<file path="src/rtl/accum_ctrl.sv">
// Control sequencer for the switch accumulator: synchronizes and debounces the Run/Clear
// buttons, issues one load or clear pulse per press, and tracks a press count and an overflow flag.
module accum_ctrl #(
  parameter int DEBOUNCE_CYCLES = 4,
  parameter int OP_W            = 10,
  parameter int CNT_W           = 8
) (
  input  logic            Clk,
  input  logic            Reset,
  input  logic            Run_n,
  input  logic            Clear_n,
  input  logic [OP_W-1:0] SW,
  input  logic            Carry_In,
  output logic [OP_W-1:0] Operand,
  output logic            Load_Reg,
  output logic            Clear_Reg,
  output logic            Busy,
  output logic [CNT_W-1:0] Acc_Count,
  output logic            Overflow
);

  localparam int DW = $clog2(DEBOUNCE_CYCLES + 1);

  typedef enum logic [1:0] {
    IDLE     = 2'd0,
    LOAD     = 2'd1,
    WAIT_REL = 2'd2,
    CLR      = 2'd3
  } state_t;

  // Button vectors: bit 0 = Run, bit 1 = Clear (all levels active-low)
  logic [1:0]         sync1_q, sync2_q;
  logic [1:0]         stable_q, stable_d, stable_prev_q;
  logic [1:0]         ev_q, ev_d;
  logic [1:0][DW-1:0] cnt_q, cnt_d;

  state_t             state_q, state_d;
  logic [OP_W-1:0]    operand_q, operand_d;
  logic [CNT_W-1:0]   acc_q, acc_d;
  logic               ovf_q, ovf_d;
  logic               clear_pend_q, clear_pend_d;
  logic               run_held_s;

  // Synchronizer, debounce and press-event registers
  always_ff @(posedge Clk or posedge Reset) begin
    if (Reset) begin
      sync1_q       <= 2'b11;
      sync2_q       <= 2'b11;
      stable_q      <= 2'b11;
      stable_prev_q <= 2'b11;
      ev_q          <= 2'b00;
      cnt_q         <= '0;
    end else begin
      sync1_q       <= {Clear_n, Run_n};
      sync2_q       <= sync1_q;
      stable_q      <= stable_d;
      stable_prev_q <= stable_q;
      ev_q          <= ev_d;
      cnt_q         <= cnt_d;
    end
  end

  // Debounce: any agreeing sample restarts the count, so only an unbroken run is accepted
  always_comb begin
    stable_d = stable_q;
    cnt_d    = '0;
    for (int i = 0; i < 2; i++) begin
      if (sync2_q[i] != stable_q[i]) begin
        if (cnt_q[i] == DW'(DEBOUNCE_CYCLES - 1)) begin
          stable_d[i] = sync2_q[i];
          cnt_d[i]    = '0;
        end else begin
          cnt_d[i]    = cnt_q[i] + 1'b1;
        end
      end else begin
        cnt_d[i] = '0;
      end
    end
    ev_d = stable_prev_q & ~stable_q;
  end

  assign run_held_s = ~stable_q[0];

  // FSM and datapath registers
  always_ff @(posedge Clk or posedge Reset) begin
    if (Reset) begin
      state_q      <= IDLE;
      operand_q    <= '0;
      acc_q        <= '0;
      ovf_q        <= 1'b0;
      clear_pend_q <= 1'b0;
    end else begin
      state_q      <= state_d;
      operand_q    <= operand_d;
      acc_q        <= acc_d;
      ovf_q        <= ovf_d;
      clear_pend_q <= clear_pend_d;
    end
  end

  // Next-state logic; a Clear request always takes priority over Run
  always_comb begin
    state_d = state_q;
    case (state_q)
      IDLE: begin
        if (clear_pend_q || ev_q[1]) begin
          state_d = CLR;
        end else if (ev_q[0]) begin
          state_d = LOAD;
        end else begin
          state_d = IDLE;
        end
      end
      LOAD: begin
        state_d = WAIT_REL;
      end
      WAIT_REL: begin
        if (clear_pend_q) begin
          state_d = CLR;
        end else if (!run_held_s) begin
          state_d = IDLE;
        end else begin
          state_d = WAIT_REL;
        end
      end
      CLR: begin
        if (run_held_s) begin
          state_d = WAIT_REL;
        end else begin
          state_d = IDLE;
        end
      end
      default: begin
        state_d = IDLE;
      end
    endcase
  end

  // Datapath next values: operand capture, saturating count, sticky overflow, pending clear
  always_comb begin
    operand_d    = operand_q;
    acc_d        = acc_q;
    ovf_d        = ovf_q;
    clear_pend_d = clear_pend_q | ev_q[1];
    if (state_q == IDLE && state_d == LOAD) begin
      operand_d = SW;
    end else begin
      operand_d = operand_q;
    end
    if (state_q == LOAD) begin
      if (acc_q != {CNT_W{1'b1}}) begin
        acc_d = acc_q + 1'b1;
      end else begin
        acc_d = acc_q;
      end
      ovf_d = ovf_q | Carry_In;
    end else if (state_q == CLR) begin
      acc_d = '0;
      ovf_d = 1'b0;
    end else begin
      acc_d = acc_q;
      ovf_d = ovf_q;
    end
    if (state_q != CLR && state_d == CLR) begin
      clear_pend_d = 1'b0;
    end else begin
      clear_pend_d = clear_pend_q | ev_q[1];
    end
  end

  // Outputs decoded from registers only
  always_comb begin
    Load_Reg  = 1'b0;
    Clear_Reg = 1'b0;
    case (state_q)
      LOAD:    Load_Reg  = 1'b1;
      CLR:     Clear_Reg = 1'b1;
      default: begin
        Load_Reg  = 1'b0;
        Clear_Reg = 1'b0;
      end
    endcase
    Busy      = (state_q != IDLE);
    Operand   = operand_q;
    Acc_Count = acc_q;
    Overflow  = ovf_q;
  end

endmodule
</file>
<file path="config.mk">
export PLATFORM = sky130hd
export DESIGN_NAME = accum_ctrl
export DESIGN_NICKNAME = d
export VERILOG_FILES = /design/src/rtl/accum_ctrl.sv
export SDC_FILE = /design/constraint.sdc
export NUM_CORES = 1
export LEC_CHECK = 0
export ABC_AREA = 0
export CAP_MARGIN = 20
export CORE_MARGIN = 1.5
export CORE_UTILIZATION = 52
export DETAILED_ROUTE_END_ITERATION = 7
export GPL_ROUTABILITY_DRIVEN = 1
export GPL_TIMING_DRIVEN = 0
export PLACE_DENSITY_LB_ADDON = 0.12
export SYNTH_ARGS = -nofsm -noshare
export SYNTH_HDL_FRONTEND = slang
export SYNTH_SLANG_ARGS = --single-unit
</file>
<file path="constraint.sdc">
create_clock -name Clk -period 2.7 [get_ports Clk]
set_clock_uncertainty 0.05 [all_clocks]
set_input_delay 0.405 -clock Clk [delete_from_list [all_inputs] [get_ports Clk]]
set_output_delay 0.405 -clock Clk [all_outputs]
set_load 0.005 [all_outputs]
</file>
# Word-level counts from Yosys, hierarchy flattened
# Cells that the tools add are included.
[totals]
output_inout_bits = 22
wordCells = 58
register_bits = 38
in_bits = 15
[op_classes]
eq_ne = 12
add_sub_neg = 3
n_reduce_logical = 9
mux = 17
bitwise_logic = 4
[ops]
columns = ["op", "count"]
rows = [
  ["$mux 8", 3],
  ["$mux 3", 4],
  ["$add 8x1->8 const B", 1],
  ["$ne 8x8->1 const B", 1],
  ["$pmux 2 s4", 1],
  ["$add 3x1->3 const B", 2],
  ["$eq 2x2->1 const B", 3],
  ["$eq 3x2->1 const B", 2],
  ["$mux 1", 6],
  ["$mux 2", 3],
  ["$reduce_and 2->1", 3],
  ["$eq 2x1->1 const B", 2],
  ["$reduce_bool 2->1", 2],
  ["$and 2x2->2", 1],
  ["$logic_and 1x1->1", 2],
  ["$logic_not 2->1", 1],
  ["$ne 1x1->1", 2],
  ["$ne 2x1->1 const B", 1],
  ["$ne 2x2->1 const B", 1],
  ["$not 2->2", 1],
  ["$or 1x1->1", 2],
  ["$logic_or 1x1->1", 1],
]

# Logic depth before layout (Yosys ltp)
# Gate-level depths: netlist of the first run.
[logic_depth]
ltp_word = 6
depth_mapped = 5
mapped_depth_nobuf = 4

# Worst setup path after synthesis of the first run
# OpenSTA, ideal clock, no wires.
[synth_path]
path_type = "flip-flop to flip-flop"
start = "register acc_q[0] (netlist: Acc_Count[0])"
end = "register acc_q[1] (netlist: Acc_Count[1])"
t_arrival_ns = 1.289
stages_incl_launch_ff = 5
setup_time_ns = 0.116
setup_slack_ns = 1.245
n_path_buf = 0
t_required_ns = 2.534
path_cell_list = "dfrtp_1 > ha_1 > and3_1 > and2_1 > o311ai_0"
[synth_via]
elab_chain_len = 3
elab_cells_between_ends = 6
cone_classes = "add/sub (1); eq/ne (2); mux (2); reduce/logical (1)"
[synth_rtl]
columns = ["item", "line_no", "source"]
rows = [
  ["start, declared", "39", "logic [CNT_W-1:0] acc_q, acc_d;"],
  ["start signal, assigned", "89", "acc_q <= '0;"],
  ["start signal, assigned", "95", "acc_q <= acc_d;"],
  ["$add 8x1->8 or $ne 8x8->1 (tied branches)", "152, 151", ""],
  ["$mux 8 or $ne 2x1->1 (tied branches)", "n/a", ""],
  ["$mux 8 or $reduce_and 2->1 (tied branches)", "n/a", ""],
]
# Several ways; a longest one is shown, not always the timed one. The select of a mux whose other input is x is not followed.
# A chain may end at the register's enable or synchronous reset.

# Worst setup path after layout of the first run
[layout_path]
start = "register state_q[0]"
end = "output Busy"
[layout_via]
elab_chain_len = 1
[layout_rtl]
columns = ["item", "line_no", "source"]
rows = [
  ["start, declared", "37", "state_t state_q, state_d;"],
  ["start signal, assigned", "93", "state_q <= state_d;"],
  ["$reduce_bool 2->1", "183", "Busy = (state_q != IDLE);"],
  ["end, declared", "17", "output logic Busy,"],
]
# Every way passes these cells.

==> impl_metrics.toml, run 1 <==
[hold_path]
min_path_type = "register to register"
worst_hold_startpoint = "sync1_q[0]"
whs_path_depth = 0

[synth]
synth_compound_area_frac = 0.0723
synth_nets = 142
synth_top_family_by_area = "simple AND/OR/NAND/NOR gates"
ys_seq_area_frac = 0.610
netlist_area_mm2 = 0.00157
synth-xor-area-share = 0.0111
ys_warn_count = 0
synth_top_area_frac = 0.477
synth_mux_area_frac = 0.0922
yosys.area_share.simple = 0.164
yosys.area.top_type = "dfrtp_1"
ys.flop_type = "dfrtp_1"
ys_seq_elements = 38
synth_cell_types = 32
synth_area_leaders = "dfrtp_1, dfstp_2, mux2_2"
syn_inst = 124
synth_edf_count = 0
async_reset_ff_frac = 1.00
avgSynthCellArea_um2 = 12.7
synth-adder-area-share = 0.0238

[status]
status = "finished, final reports clean"

[clock_tree]
cts_resized = 0
cts_buffers = 5
cts_tree = "yes"
cts_sinks = 38
hold_buffers = 0
htree_levels = 2
clk_latency_ns = 0.34
cts_setup_buffers = 0
cts.reportedPaths.clkPinSlew_ns = 0.11
clockBufferDepth = 2
clockRootBuffer = "clkbuf_4"

[detailed_routing]
postRouteAntennaNets = 0
drc = 0
viasPerCell = 5.71
dr.pass1.iters = 6
drt_iter0_drc = 46
wl_um = 3020
post_drt_wl_per_cell_um = 15.1
vias = 1141

[sta]
rsz0062_at_grt = "no"
fin_crit_ns = 2.34
max_freq_mhz = 427
worst_pin_slew_ns = 0.639
min_period_over_period = 0.866
drv_slew = 0
tns_ns = 0
setup_viol = 0
hold_viol_final = 0
max_slew_margin = 0.574

[setup_path]
worstPathCellList = "buf_6 -> clkbuf_1 -> or2_2 -> clkdlybuf4s50_1"
worst_setup_path_end_kind = "output pin"
critPathRequiredTime_ns = 2.25
crit_start = "state_q[0]"
startpoint_type = "register"
r2r_slack_ns = 1.04
cp.arrival_ns = 1.88
worstPathMaxFanout = 10
r2r_start = "Acc_Count[0]"
reg2reg_depth = 4
cpPeakStageDelay_ns = 0.44
critPathKind = "register to output pin"
crit_slowest_cell = "clkdlybuf4s50_1"

[layout]
drive_gt1_frac = 0.195
nNetsFinal = 186
multiInputGateArea_um2 = 572
antenna_cells = 0
seqCellArea_um2 = 961
syn_to_final_growth_pct = 31.2
layout_commonest_cell = "clkdlybuf4s50_1"
mostFrequentLayoutCells = "clkdlybuf4s50_1, dfrtp_1, mux2_2"
nFillCells = 196

[place]
portBuffers = 36
place_congestion = 0.788
dp_hpwl_um = 2280

[global_route]
grt_pass1_wl_um = 5060
grt_pass1_vias = 1139
grt_usage = 0.204
antenna_found_initial = 0
grt_max_degree = 25
grt_remaining_overflow = 0

[pwr]
peakVddDrop_mv = 0.653
p_leak_nw = 0.892
total_power_w = 0.00190
powerDensity_mw_per_mm2 = 920

[die]
ios = 37
fp.coreArea_mm2 = 0.00281
die-area_mm2 = 0.00337
die_h_um = 58.0
initial_core_util = 0.561
die_w_um = 58.0
placementRows = 19

[flow_run]
max-cap-violations = 0
[where the power goes]
part	total [W]	switching, W	internal, W
Combinational	0.000656	0.000253	0.000404
Sequential	0.000935	0.000151	0.000783
Clock	0.000309	0.000184	0.000125
[synthesized netlist by cell type, types with 2 or more instances]
library cell and count:
a211oi_1 2, a21oi_1 8, a31oi_1 2, and3_1 2
and4_1 2, clkbuf_1 2, dfrtp_1 30, dfstp_2 8
ha_1 3, inv_1 6, mux2_2 12, nand2_1 5
nand2b_1 4, nand3_1 3, nand4_1 3, nor2_1 3
nor2b_1 6, nor3_1 5, nor3b_1 3, o311ai_0 2
xnor2_1 2
[state kept, by name, indices dropped and copies added, names as in the netlist]
register,flops
Operand,10
Acc_Count,8
cnt_q,6
ev_q,2
stable_prev_q,2
stable_q,2
state_q,2
sync1_q,2
sync2_q,2
Overflow,1
clear_pend_q,1
[critical path: cells and delay by family, from the launching register on]
| family | cells | cell delay, ns |
|---|---|---|
| AND/OR/NAND/NOR | 1 | 0.35 |
| buffers and inverters | 3 | 0.81 |
| flip-flops | 1 | 0.39 |
[per-stage QoR]
step	hold WS, ns	utilization	instances	cell area, um^2	setup WS [ns]
2_1_floorplan	0.295	-	124	1570	1.24
3_3_place_gp	0.298	0.703	191	1970	0.663
3_5_place_dp	0.302	0.713	192	2000	0.746
4_1_cts	0.311	0.736	200	2060	0.349
5_1_grt	0.312	0.736	200	2060	0.276
6_report	0.308	0.736	200	2060	0.361
[worst paths after layout]
| check | endpoint |
|---|---|
| worst max-delay path | Busy |
| worst min-delay path | sync2_q[0] |
| worst max register to register | Acc_Count[1] |
| worst min register to register | sync2_q[0] |
| max in group asynchronous | sync1_q[1] |
| min in group asynchronous | ev_q[0] |
[metal layers]
metal  vias to the layer above  share of wire  track usage  routed length, um
met5                         -              0            0                  0
met4                         0          0.013       0.0864                 38
met3                         6          0.062       0.0737                188
met2                        44           0.52        0.330               1560
met1                       559           0.41        0.247               1230
li1                        532              -            -                  -
[layout make-up]
class	count	share of cell area
Sequential cell	38	0.465
Tap cell	31	0.0188
Multi-Input combinational cell	77	0.277
Inverter	6	0.0109
Timing Repair Buffer	37	0.188
Buffer	3	0.00909
Clock inverter	2	0.00606
Clock buffer	6	0.0248
[logic make-up after synthesis]
logic type | count (synthesis)
compound gates | 18
buf+inv | 9
simple gates | 41
xor+xnor | 2
fa+ha+maj | 3
flops | 38
mux | 13
(Power assumes the default switching activity.)
==> run 2, diff against run 1 <==
--- a/config.mk
+++ b/config.mk
@@ -6,13 +6,13 @@
 export NUM_CORES = 1
 export LEC_CHECK = 0
 export ABC_AREA = 0
-export CAP_MARGIN = 20
 export CORE_MARGIN = 1.5
 export CORE_UTILIZATION = 52
 export DETAILED_ROUTE_END_ITERATION = 7
 export GPL_ROUTABILITY_DRIVEN = 1
 export GPL_TIMING_DRIVEN = 0
 export PLACE_DENSITY_LB_ADDON = 0.12
+export REMOVE_ABC_BUFFERS = 1
 export SYNTH_ARGS = -nofsm -noshare
 export SYNTH_HDL_FRONTEND = slang
 export SYNTH_SLANG_ARGS = --single-unit
==> run 2 against run 1 <==
  * The flow now finishes with violations (design-rule violations)
  * Non-clock buffer count decreased by 4
  * Final cell count decreased by 2.0%
  * Utilization decreased by 2.1 points
  * Critical path type unchanged
  * Critical path depth decreased by 1
==> impl_metrics.toml, run 2 (synthesis gave the netlist of run 1 again) <==
[place]
portBuffers = 36
placed_cells = 188
place_area_mm2 = 0.00195
place_congestion = 0.789
dp_hpwl_um = 2070

[hold_path]
worst_hold_startpoint = "sync1_q[1]"
hold_end = "sync2_q[1]"
whs_path_depth = 0
min_path_type = "register to register"

[die]
die_h_um = 58.0
die_w_um = 58.0
die-area_mm2 = 0.00337
ios = 37
initial_core_util = 0.561
placementRows = 19
fp.coreArea_mm2 = 0.00281

[setup_path]
r2r_slack_ns = 1.04
reg2reg_to = "Acc_Count[1]"
r2r_start = "Acc_Count[0]"
reg2reg_depth = 4
startpoint_type = "register"
worst_setup_path_end_kind = "output pin"
critPathKind = "register to output pin"
critPathRequiredTime_ns = 2.25
worstPathMaxFanout = 17
cp.arrival_ns = 1.99

[clock_tree]
cts_sinks = 38
cts.reportedPaths.clkPinSlew_ns = 0.11
cts_buffers = 5
clk_latency_ns = 0.32
clockBufferDepth = 2
cts_resized = 0
hold_buffers = 0
cts_setup_buffers = 0
htree_levels = 2
cts_tree = "yes"
clockRootBuffer = "clkbuf_4"

[pwr]
p_comb_frac = 0.330
clkPwrFrac = 0.146
peakVddDrop_mv = 0.529
p_leak_nw = 0.868
total_power_w = 0.00182
pwr-share-seq = 0.524
p_int_w = 0.00127
powerDensity_mw_per_mm2 = 907
switching_share = 0.303
switching_power_w = 0.000551

[layout]
fin_cells = 196
fin_area_mm2 = 0.00201
antenna_cells = 0
final_util = 0.715
nNetsFinal = 182
layout_commonest_cell = "clkdlybuf4s50_1"
mostFrequentLayoutCells = "clkdlybuf4s50_1, dfrtp_1, mux2_2"
syn_to_final_growth_pct = 27.4
largest_reg_flops = 10
drive_gt1_frac = 0.188
nFillCells = 212

[sta]
worst_pin_slew_ns = 0.771
max_freq_mhz = 409
rsz0062_at_grt = "no"
setup_viol = 0
min_period_over_period = 0.906
hold_viol_final = 0
drv_slew = 0
fin_crit_ns = 2.45
tns_ns = 0
max_slew_margin = 0.485

[detailed_routing]
drc = 4
post_drt_wl_per_cell_um = 14.6
wl_um = 2870
viasPerCell = 5.63
drt_iter0_drc = 57
vias = 1103
dr.pass1.iters = 8
postRouteAntennaNets = 0

[flow_run]
max-cap-violations = 0

[status]
status = "complete, but fails checks"
violations = "design-rule violations"

[global_route]
grt_usage = 0.187
antenna_found_initial = 0
grt_remaining_overflow = 0
grt_pass1_wl_um = 4730
grt_pass1_vias = 1049
grt_max_degree = 39
run 2: cell types whose count changed in the layout (fill, tap and decap cells not counted), sizes merged:
cell / before / now
clkbuf: 8 / 6
buf: 2 / 0
clkinvlp: 1 / 0
clkinv: 1 / 2
run 2: metal layers:
layer,vias up,wire (um),GRT usage
li1,522,-,-
met1,536,1260,0.251
met2,43,1390,0.295
met3,2,205,0.0513
met4,0,18,0.0664
met5,-,0,0
run 2: how the worst max path moves through the flow:
| stage | start | end | depth (start not counted) |
|---|---|---|---|
| 2_1_floorplan | state_q[0] | Operand[0] | 3 |
| 3_3_place_gp | state_q[0] | Clear_Reg | 3 |
| 3_5_place_dp | Reset | Acc_Count[1] | 2 |
| 4_1_cts | state_q[0] | Clear_Reg | 3 |
| 5_1_grt | state_q[0] | Clear_Reg | 3 |
| 6_report | state_q[0] | Clear_Reg | 3 |
run 2: power groups by stage:
stage	combinational, W	clock (W)	sequential, W
floorplan	0.000291	0	0.000941
CTS	0.000606	0.000275	0.000955
global placement	0.000577	0	0.000949
detailed placement	0.000603	0	0.000967
finish	0.000600	0.000266	0.000953
global route	0.000661	0.000297	0.000980
run 2: final cells by class:
type,instances,area [um^2],area share
Clock inverter,2,10.0,0.00499
Timing Repair Buffer,36,360,0.180
Inverter,6,22.5,0.0112
Clock buffer,6,41.3,0.0206
Multi-Input combinational cell,77,572,0.285
Tap cell,31,38.8,0.0193
Sequential cell,38,961,0.479
run 2: worst max-delay path, cell delays in order, from the launching register on:
cell	delay (ns)
dfrtp_1	0.69
nand2_1	0.21
inv_1	0.23
clkdlybuf4s50_1	0.54
run 2: stage by stage:
step	worst slack [ns]	hold WS, ns
CTS	0.255	0.317
global placement	0.652	0.297
finish	0.255	0.314
floorplan	1.24	0.295
detailed placement	0.639	0.301
global route	0.0990	0.318
